--- config.mk ---
export PLATFORM = sky130hd
export DESIGN_NAME = ej32_mem_arb
export DESIGN_NICKNAME = d
export VERILOG_FILES = /design/src/rtl/ej32_pkg.sv /design/src/rtl/ej32_arb_pri.sv /design/src/rtl/ej32_mem_arb.sv
export SDC_FILE = /design/constraint.sdc
export NUM_CORES = 1
export LEC_CHECK = 0
export BUFFER_PORTS_ARGS = -buffer_cell sky130_fd_sc_hd__clkbuf_2
export CAP_MARGIN = 10
export CORE_ASPECT_RATIO = 1.5
export CORE_MARGIN = 10
export CORE_UTILIZATION = 35
export DETAILED_ROUTE_END_ITERATION = 8
export PLACE_DENSITY = 0.71
export SYNTH_ARGS = -nofsm -noshare
export SYNTH_HDL_FRONTEND = slang
export SYNTH_SLANG_ARGS = --single-unit
--- constraint.sdc ---
create_clock -name clk -period 3.7 [get_ports clk]
set_clock_uncertainty 0.15 [all_clocks]
set_input_delay 1.11 -clock clk [delete_from_list [all_inputs] [get_ports clk]]
set_output_delay 1.11 -clock clk [all_outputs]
set_load 0.05 [all_outputs]
--- src/rtl/ej32_pkg.sv ---
`default_nettype none
// ------------------------------------------------------------------
// ej32_pkg : shared constants and types for the eJ32 memory arbiter
// Rev 1.0
// ------------------------------------------------------------------
package ej32_pkg;

  localparam int IU_ASZ    = 17;
  localparam int REQ_HOST  = 0;
  localparam int REQ_DATA  = 1;
  localparam int REQ_FETCH = 2;

  typedef logic [IU_ASZ-1:0] iu_addr_t;
  typedef logic [1:0]        req_idx_t;

  typedef enum logic {
    ARB_IDLE  = 1'b0,
    ARB_OWNED = 1'b1
  } arb_state_t;

endpackage
`default_nettype wire

--- src/rtl/ej32_arb_pri.sv ---
`default_nettype none
// ------------------------------------------------------------------
// ej32_arb_pri : fixed-priority picker (lowest index) with forced winner
// Rev 1.0
// ------------------------------------------------------------------
module ej32_arb_pri
  import ej32_pkg::*;
#(
  parameter int NREQ = 3
) (
  input  logic [NREQ-1:0] req,
  input  req_idx_t        force_idx,
  input  logic            force_en,
  output logic [NREQ-1:0] gnt,
  output req_idx_t        idx,
  output logic            any
);

  always_comb begin
    gnt = '0;
    idx = '0;
    any = 1'b0;
    if (force_en) begin
      gnt[force_idx] = req[force_idx];
      idx            = force_idx;
      any            = req[force_idx];
    end else begin
      // Scan downwards so the lowest requesting index is the last to stick.
      for (int i = NREQ - 1; i >= 0; i--) begin
        if (req[i]) begin
          gnt    = '0;
          gnt[i] = 1'b1;
          idx    = req_idx_t'(i);
          any    = 1'b1;
        end
      end
    end
  end

endmodule
`default_nettype wire

--- src/rtl/ej32_mem_arb.sv ---
`default_nettype none
// ------------------------------------------------------------------
// ej32_mem_arb : single-port byte-memory arbiter (host / data / fetch)
// Rev 1.0
// ------------------------------------------------------------------
module ej32_mem_arb
  import ej32_pkg::*;
#(
  parameter int NREQ       = 3,
  parameter int ASZ        = IU_ASZ,
  parameter int STARVE_MAX = 8,
  parameter int LOCK_MAX   = 4
) (
  input  logic                      clk,
  input  logic                      rst,
  input  logic [NREQ-1:0]           req,
  input  logic [NREQ-1:0]           we,
  input  logic [NREQ-1:0]           lock,
  input  logic [NREQ-1:0][ASZ-1:0]  addr,
  input  logic [NREQ-1:0][7:0]      wdata,
  output logic [NREQ-1:0]           gnt,
  output logic [NREQ-1:0]           rvalid,
  output logic [7:0]                rdata,
  output logic [ASZ-1:0]            mem_addr,
  output logic                      mem_we,
  output logic [7:0]                mem_wdata,
  input  logic [7:0]                mem_rdata,
  output logic [1:0]                owner
);

  localparam int SW = $clog2(STARVE_MAX + 1);
  localparam int LW = $clog2(LOCK_MAX + 1);

  arb_state_t      r_state, w_state_nx;
  req_idx_t        r_owner, w_owner_nx;
  logic [LW-1:0]   r_lock_cnt, w_lock_cnt_nx;
  logic [SW-1:0]   r_starve, w_starve_nx;
  logic            r_rd_vld;
  req_idx_t        r_rd_owner;
  logic [ASZ-1:0]  r_last_addr;

  logic [NREQ-1:0] w_req;
  logic [NREQ-1:0] w_gnt;
  req_idx_t        w_idx;
  req_idx_t        w_force_idx;
  logic            w_force_en;
  logic            w_any;
  logic            w_lock_hold;
  logic            w_promote;

  // Nothing can win while reset is asserted.
  assign w_req       = req & {NREQ{rst}};
  assign w_lock_hold = (r_state == ARB_OWNED) && w_req[r_owner] &&
                       (r_lock_cnt < LW'(LOCK_MAX));
  assign w_promote   = (r_starve == SW'(STARVE_MAX)) && w_req[REQ_FETCH];
  assign w_force_en  = w_lock_hold || w_promote;
  assign w_force_idx = w_lock_hold ? r_owner : req_idx_t'(REQ_FETCH);

  ej32_arb_pri #(
    .NREQ (NREQ)
  ) u_pri (
    .req       (w_req),
    .force_idx (w_force_idx),
    .force_en  (w_force_en),
    .gnt       (w_gnt),
    .idx       (w_idx),
    .any       (w_any)
  );

  assign gnt       = w_gnt;
  assign mem_we    = w_any && we[w_idx];
  assign mem_wdata = w_any ? wdata[w_idx] : 8'h00;
  assign mem_addr  = !rst ? '0 : (w_any ? addr[w_idx] : r_last_addr);
  assign rdata     = mem_rdata;
  assign owner     = rst ? r_owner : 2'd0;

  always_comb begin
    rvalid = '0;
    if (rst && r_rd_vld) rvalid[r_rd_owner] = 1'b1;
  end

  always_comb begin
    w_state_nx    = r_state;
    w_owner_nx    = r_owner;
    w_lock_cnt_nx = r_lock_cnt;
    w_starve_nx   = r_starve;
    if (w_any) begin
      w_owner_nx = w_idx;
      if (lock[w_idx]) begin
        // Only a held lock continues the count; a fresh or re-won burst restarts.
        w_state_nx    = ARB_OWNED;
        w_lock_cnt_nx = w_lock_hold ? r_lock_cnt + 1'b1 : LW'(1);
      end else begin
        w_state_nx    = ARB_IDLE;
        w_lock_cnt_nx = '0;
      end
    end else if ((r_state == ARB_OWNED) && !w_req[r_owner]) begin
      w_state_nx    = ARB_IDLE;
      w_lock_cnt_nx = '0;
    end
    if (!w_req[REQ_FETCH] || w_gnt[REQ_FETCH]) begin
      w_starve_nx = '0;
    end else if (r_starve != SW'(STARVE_MAX)) begin
      w_starve_nx = r_starve + 1'b1;
    end
  end

  always_ff @(posedge clk) begin
    if (!rst) begin
      r_state     <= ARB_IDLE;
      r_owner     <= '0;
      r_lock_cnt  <= '0;
      r_starve    <= '0;
      r_rd_vld    <= 1'b0;
      r_rd_owner  <= '0;
      r_last_addr <= '0;
    end else begin
      r_state    <= w_state_nx;
      r_owner    <= w_owner_nx;
      r_lock_cnt <= w_lock_cnt_nx;
      r_starve   <= w_starve_nx;
      r_rd_vld   <= w_any && !we[w_idx];
      r_rd_owner <= w_idx;
      if (w_any) r_last_addr <= addr[w_idx];
    end
  end

endmodule
`default_nettype wire

---- Yosys cells after proc, flatten, opt, wreduce, memory -nomap -nowiden ----
Index checks and enable logic that the tools add are counted.
W data, S select, Z words.
operators by class
  add/subtract/negate cells ............... 2
  order comparisons ....................... 7
  equal/unequal tests ..................... 2
  muxes and demuxes ....................... 41
  bitwise gates (word level) .............. 3
  reduce and logical (&&, ||, !) cells .... 16
operator list
  cell                   count
  $mux W17               3
  $bmux W17 S2           1
  $mux W3                9
  $bmux W8 S2            1
  $mux W8                2
  $mux W1                13
  $lt A2 B3 Y1 const B   4
  $mux W2                6
  $logic_and A1 B1 Y1    9
  $bmux W1 S2            4
  $and A3 B3 Y3          2
  $add A4 B1 Y4 const B  1
  $demux W1 S2           2
  $eq A4 B4 Y1 const B   1
  $ge A2 B1 Y1 const B   2
  $ne A4 B4 Y1 const B   1
  $add A3 B1 Y3 const B  1
  $logic_not A1 Y1       3
  $lt A3 B3 Y1 const B   1
  $logic_or A1 B1 Y1     2
  $reduce_bool A2 Y1     1
  $reduce_or A2 Y1       1
  $not A1 Y1             1
storage, ports and cells
  register bits after elaboration ......... 30
  input port bits ......................... 94
  word-level logic and storage cells ...... 78

---- Logic depth before layout (Yosys ltp) ----
  depth after elaboration ................. 14
  mapped depth ............................ 9

---- By module ----
A second synthesis with hierarchy kept.
unflattened totals
  cell total of the unflattened synthesis .. 254
  area, all modules ....................... 2030.7 um2
by module, submodules not included
  module        times used  cells each  area each (um2)
  ej32_mem_arb  1           233         1904.3
  ej32_arb_pri  1           21          126.4

---- Worst setup path after synthesis ----
No wires, ideal clock.
  path type ............................... input to output
  start point ............................. input port rst
  end point ............................... output port mem_wdata[1]
  arrival time ............................ 3.149 ns
  data required time ...................... 2.440 ns
  setup slack ............................. -0.709 ns
  stages .................................. 8
  path through ............................ buf_2 > and4bb_4 > and2_4 > o31ai_4 > buf_6 > buf_8 > mux2i_1 > a21oi_1
on the way
  word-level cells in the longest chain between the ends .. 10
  elaborated cells on any way between the ends .. 21
ends and longest elaborated chain
  what                                                             RTL line                                RTL
  start, declared                                                  ej32_mem_arb.sv:15                      input logic rst,
  $and A3 B3 Y3 (*)                                                ej32_mem_arb.sv:52                      assign w_req = req & {NREQ{rst}};
  $bmux W1 S2                                                      ej32_mem_arb.sv:53                      assign w_lock_hold = (r_state == ARB_OWNED) && w_req[r_owner] &&
  $mux W1 (not written as such)                                    ej32_mem_arb.sv:53
  $logic_and A1 B1 Y1 (2 in series)                                ej32_mem_arb.sv:53
  $mux W2 / $logic_or A1 B1 Y1 (equally long branches)             ej32_mem_arb.sv:57, ej32_mem_arb.sv:56
  $mux W2 / $bmux W1 S2 (equally long branches)                    ej32_arb_pri.sv:23, ej32_arb_pri.sv:26
  $bmux W8 S2 / $mux W1 (equally long branches)                    ej32_mem_arb.sv:72, ej32_arb_pri.sv:26
  $mux W8 (not written as such) / $mux W1 (equally long branches)  ej32_mem_arb.sv:72, ej32_arb_pri.sv:23
  $mux W8 (*)                                                      ej32_mem_arb.sv:72                      assign mem_wdata = w_any ? wdata[w_idx] : 8'h00;
  end, declared                                                    ej32_mem_arb.sv:26                      output logic [7:0] mem_wdata,
Every way passes the cells marked *; elsewhere a longest branch is shown, timed or not. The select of a mux whose other input is x is not followed.

---- Worst setup path in the final report ----
  start point ............................. input port req[0]
  end point ............................... output port mem_wdata[4]
on the way
  word-level cells in the longest chain between the ends .. 10
  elaborated cells on any way between the ends .. 16
ends and longest elaborated chain
  what                                                             RTL line                                RTL
  start, declared                                                  ej32_mem_arb.sv:16                      input logic [NREQ-1:0] req,
  $and A3 B3 Y3 (*)                                                ej32_mem_arb.sv:52
  $bmux W1 S2                                                      ej32_mem_arb.sv:53
  $mux W1 (not written as such)                                    ej32_mem_arb.sv:53
  $logic_and A1 B1 Y1 (2 in series)                                ej32_mem_arb.sv:53
  $mux W2 / $logic_or A1 B1 Y1 (equally long branches)             ej32_mem_arb.sv:57, ej32_mem_arb.sv:56
  $mux W2 / $bmux W1 S2 (equally long branches)                    ej32_arb_pri.sv:23, ej32_arb_pri.sv:26
  $bmux W8 S2 / $mux W1 (equally long branches)                    ej32_mem_arb.sv:72, ej32_arb_pri.sv:26
  $mux W8 (not written as such) / $mux W1 (equally long branches)  ej32_mem_arb.sv:72, ej32_arb_pri.sv:23
  $mux W8 (*)                                                      ej32_mem_arb.sv:72
Marks and branches as above.

==> reports/metrics.yaml <==
status: "complete, but fails checks"
violations: "negative setup slack"
avgSynthCellArea_um2: 8.947
cts.sinks: 30
nNetsFinal: 462
diodes: 0
stdcell_area_um2: 3915
critPathCaptureType: "primary output"
slew_viol_final: 0
fmax_mhz: 245.3
instances_no_fill: 434
leakage_nw: 1.645
routed_wl_mm: 8.129
reg2reg_slack_ps: 1030
crit_path_frequent_cell: "buf_4"
synth_fp_nets: 309
crit_type: "primary input to primary output"
tritoncts: "done"
cp_slowest_cell: "mux2_4"
hold_buffers: 0
cp.depth: 10
core-area_um2: 5205
dieHeight_um: 110.2
ys_types: 47
wl_per_cell_um: 18.73
rows: 32
post-place-ws_ps: -402.7
period_minus_slack_ps: 4076
ir_drop_v: 0.0002056
io_pins: 136
grt_max_degree: 29
rsz0062_at_grt: "true"
netSwitchingFraction_pct: 34.30
period_share_pct: 110.2
ctsRootBufferMaster: "clkbuf_8"
tightest_slew_ps: 457.8
drtIter0Drc: 72
setup_viol: 28
post_dp_cell_area_um2: 3385
synth_area_um2: 1897
clkPwrFrac_pct: 27.1
critPathRequiredTime_ps: 2440
first_pass_iters: 4
crit_fanout: 8
drive_gt1_share_pct: 65.57
die_x_um: 80.11
timing.rr.start: "r_starve[0]$_SDFFE_PP0P_"
placed_cells: 409
clk-insertion-delay-late_ps: 280
cts_buffer_depth: 2
cp-endpoint: "mem_wdata[4]"
synth-warning-count: 0
drc: 0
fin_util_pct: 75.22
final_common_cell: "clkbuf_2"
synth-seq-cells: 30
reg2reg_depth: 11
synthFlopType: "dfxtp_1"
crit_path_start_kind: "primary input"
layout_setup_ws_ps: -376.2
seq_area_frac_synth_pct: 31.66
grt_pass1_wl_mm: 11.74
dp_hpwl_mm: 5.943
power.density_nw_per_um2: 315.7
drv_cap: 0
fillCellCount: 352
synth_edf_count: 0
gp_congestion: 0.8400
drtAntennaViolNets: 0
slowest_delay_ps: 280
grt_pass1_vias: 2346
clk_pin_slew_ps: 60
hp-class: "register to register"
hold_violations: 0
dieArea_um2: 8825
final_cell_mix: "clkbuf_2, buf_4, dfxtp_1"
timing.rr.end: "r_lock_cnt[2]$_SDFFE_PN0P_"
crit_start: "req[0]"
portBuffers: 119
antenna_found_initial: 0
cts_buffers: 5
grt-ovfl-total: 0
critPathArrivalTime_ps: 2820
grtUsageTotal_pct: 16.83
num_vias: 2287
power_mw: 1.236
critical_path.top_delay_family: "buffers and inverters"
ys_async_sr_fraction_pct: 0
seqPwrFrac_pct: 29.2
p_comb_share_pct: 43.7
slew_headroom_pct: 69.48
htree_levels: 2
critical_path.n_buffers_inverters: 5
crit_chain: "buf_6 -> mux2_4 -> and2_4 -> o31ai_4 -> buf_4 -> clkbuf_16 -> buf_4 -> mux2i_4 -> a21oi_4 -> buf_12"
via_per_inst: 5.270
areaGrowthSynthToFinish_pct: 106.4
p_int_uw: 812.1
initial_utilization_pct: 36.44
synthCells: 212
p_sw_uw: 423.9
==> worst min path at each step <==
stage	from	end	slack [ps]	cells past startpoint
final	r_lock_cnt[1]$_SDFFE_PN0P_	r_lock_cnt[1]$_SDFFE_PN0P_	320	1
after global placement	r_lock_cnt[1]$_SDFFE_PN0P_	r_lock_cnt[1]$_SDFFE_PN0P_	310	1
after floorplan	r_lock_cnt[1]$_SDFFE_PN0P_	r_lock_cnt[1]$_SDFFE_PN0P_	300	1
after CTS	r_lock_cnt[1]$_SDFFE_PN0P_	r_lock_cnt[1]$_SDFFE_PN0P_	330	1
after global routing	r_lock_cnt[1]$_SDFFE_PN0P_	r_lock_cnt[1]$_SDFFE_PN0P_	330	1
after detailed placement	r_lock_cnt[1]$_SDFFE_PN0P_	r_lock_cnt[1]$_SDFFE_PN0P_	320	1
==> routing by layer <==
| layer | share of wire, % | track usage (%) | vias up |
|---|---|---|---|
| met5 | 0 | 0 | - |
| met4 | 1.5 | 5.556 | 0 |
| met3 | 5.8 | 4.376 | 11 |
| met2 | 59 | 32.80 | 80 |
| met1 | 34 | 16.55 | 1101 |
| li1 | - | - | 1095 |
==> power groups by stage <==
stage / clock, mW / combinational, mW / sequential, mW
5_1_grt: 0.349 / 0.566 / 0.363
6_report: 0.335 / 0.540 / 0.361
2_1_floorplan: 0 / 0.288 / 0.364
3_3_place_gp: 0 / 0.473 / 0.366
3_5_place_dp: 0 / 0.479 / 0.367
4_1_cts: 0.339 / 0.505 / 0.360
==> synthesized netlist by cell type (2+ instances only) <==
library cell | count | area, um^2
a32o_1 | 2 | 20.02
nand2b_1 | 2 | 12.51
nand2_1 | 14 | 52.55
a21oi_1 | 9 | 45.04
o21ai_0 | 9 | 45.04
nand4b_1 | 3 | 26.28
buf_2 | 3 | 15.01
clkbuf_1 | 7 | 26.28
nor3b_1 | 2 | 15.01
dfxtp_1 | 30 | 600.6
inv_1 | 3 | 11.26
ha_1 | 3 | 37.54
nand3_1 | 28 | 140.1
o221ai_1 | 10 | 87.58
buf_4 | 10 | 75.07
o31ai_1 | 2 | 15.01
a22o_1 | 6 | 52.55
nor2_1 | 5 | 18.77
mux2i_1 | 27 | 270.3
nand3b_1 | 2 | 15.01
o21ai_1 | 8 | 40.04
and2_1 | 2 | 12.51
==> state kept, by name, summed over array words and instances, names as in the netlist <==
signal / count
r_owner: 2
r_rd_owner: 2
r_rd_vld: 1
r_lock_cnt: 3
r_starve: 4
r_last_addr: 17
r_state: 1
==> per-stage QoR <==
step	TNS, ps	hold slack (ps)
finish	-8722	324.5
global placement	-7552	311.7
floorplan	-6710	295.9
CTS	-7070	330.1
global route	-10130	334.4
detailed placement	-8479	315.2
==> final cells by class <==
cell class	count	area (um^2)	area share (%)
multi-input combinational	154	1589	40.59
timing repair buffer	170	1516	38.73
sequential	30	600.6	15.34
tap	68	85.08	2.173
clock buffer	7	76.32	1.950
clock inverter	1	30.03	0.7670
inverter	4	17.52	0.4474
==> logic make-up (layout without fill, tap and decap cells) <==
group	Yosys count	count (layout)	share of synthesized area [%]
AND/OR/NAND/NOR	66	66	19.13
AO/OA/AOI/OAI	55	55	21.70
buffers and inverters	28	182	9.564
multiplexers	28	28	15.04
adder cells (fa/ha/maj)	3	3	1.979
XOR/XNOR	2	2	0.9237
flip-flops	30	30	31.66
==> what timing repair did <==
| action | CTS | global route |
|---|---|---|
| setup buffers | 10 | 7 |
| pin swaps | 4 | 10 |
| endpoints found under the setup margin | 27 | 27 |
| gates resized for setup | 28 | 36 |
| gates cloned | 0 | 1 |
No activity file was read; power rests on OpenSTA's default activity.
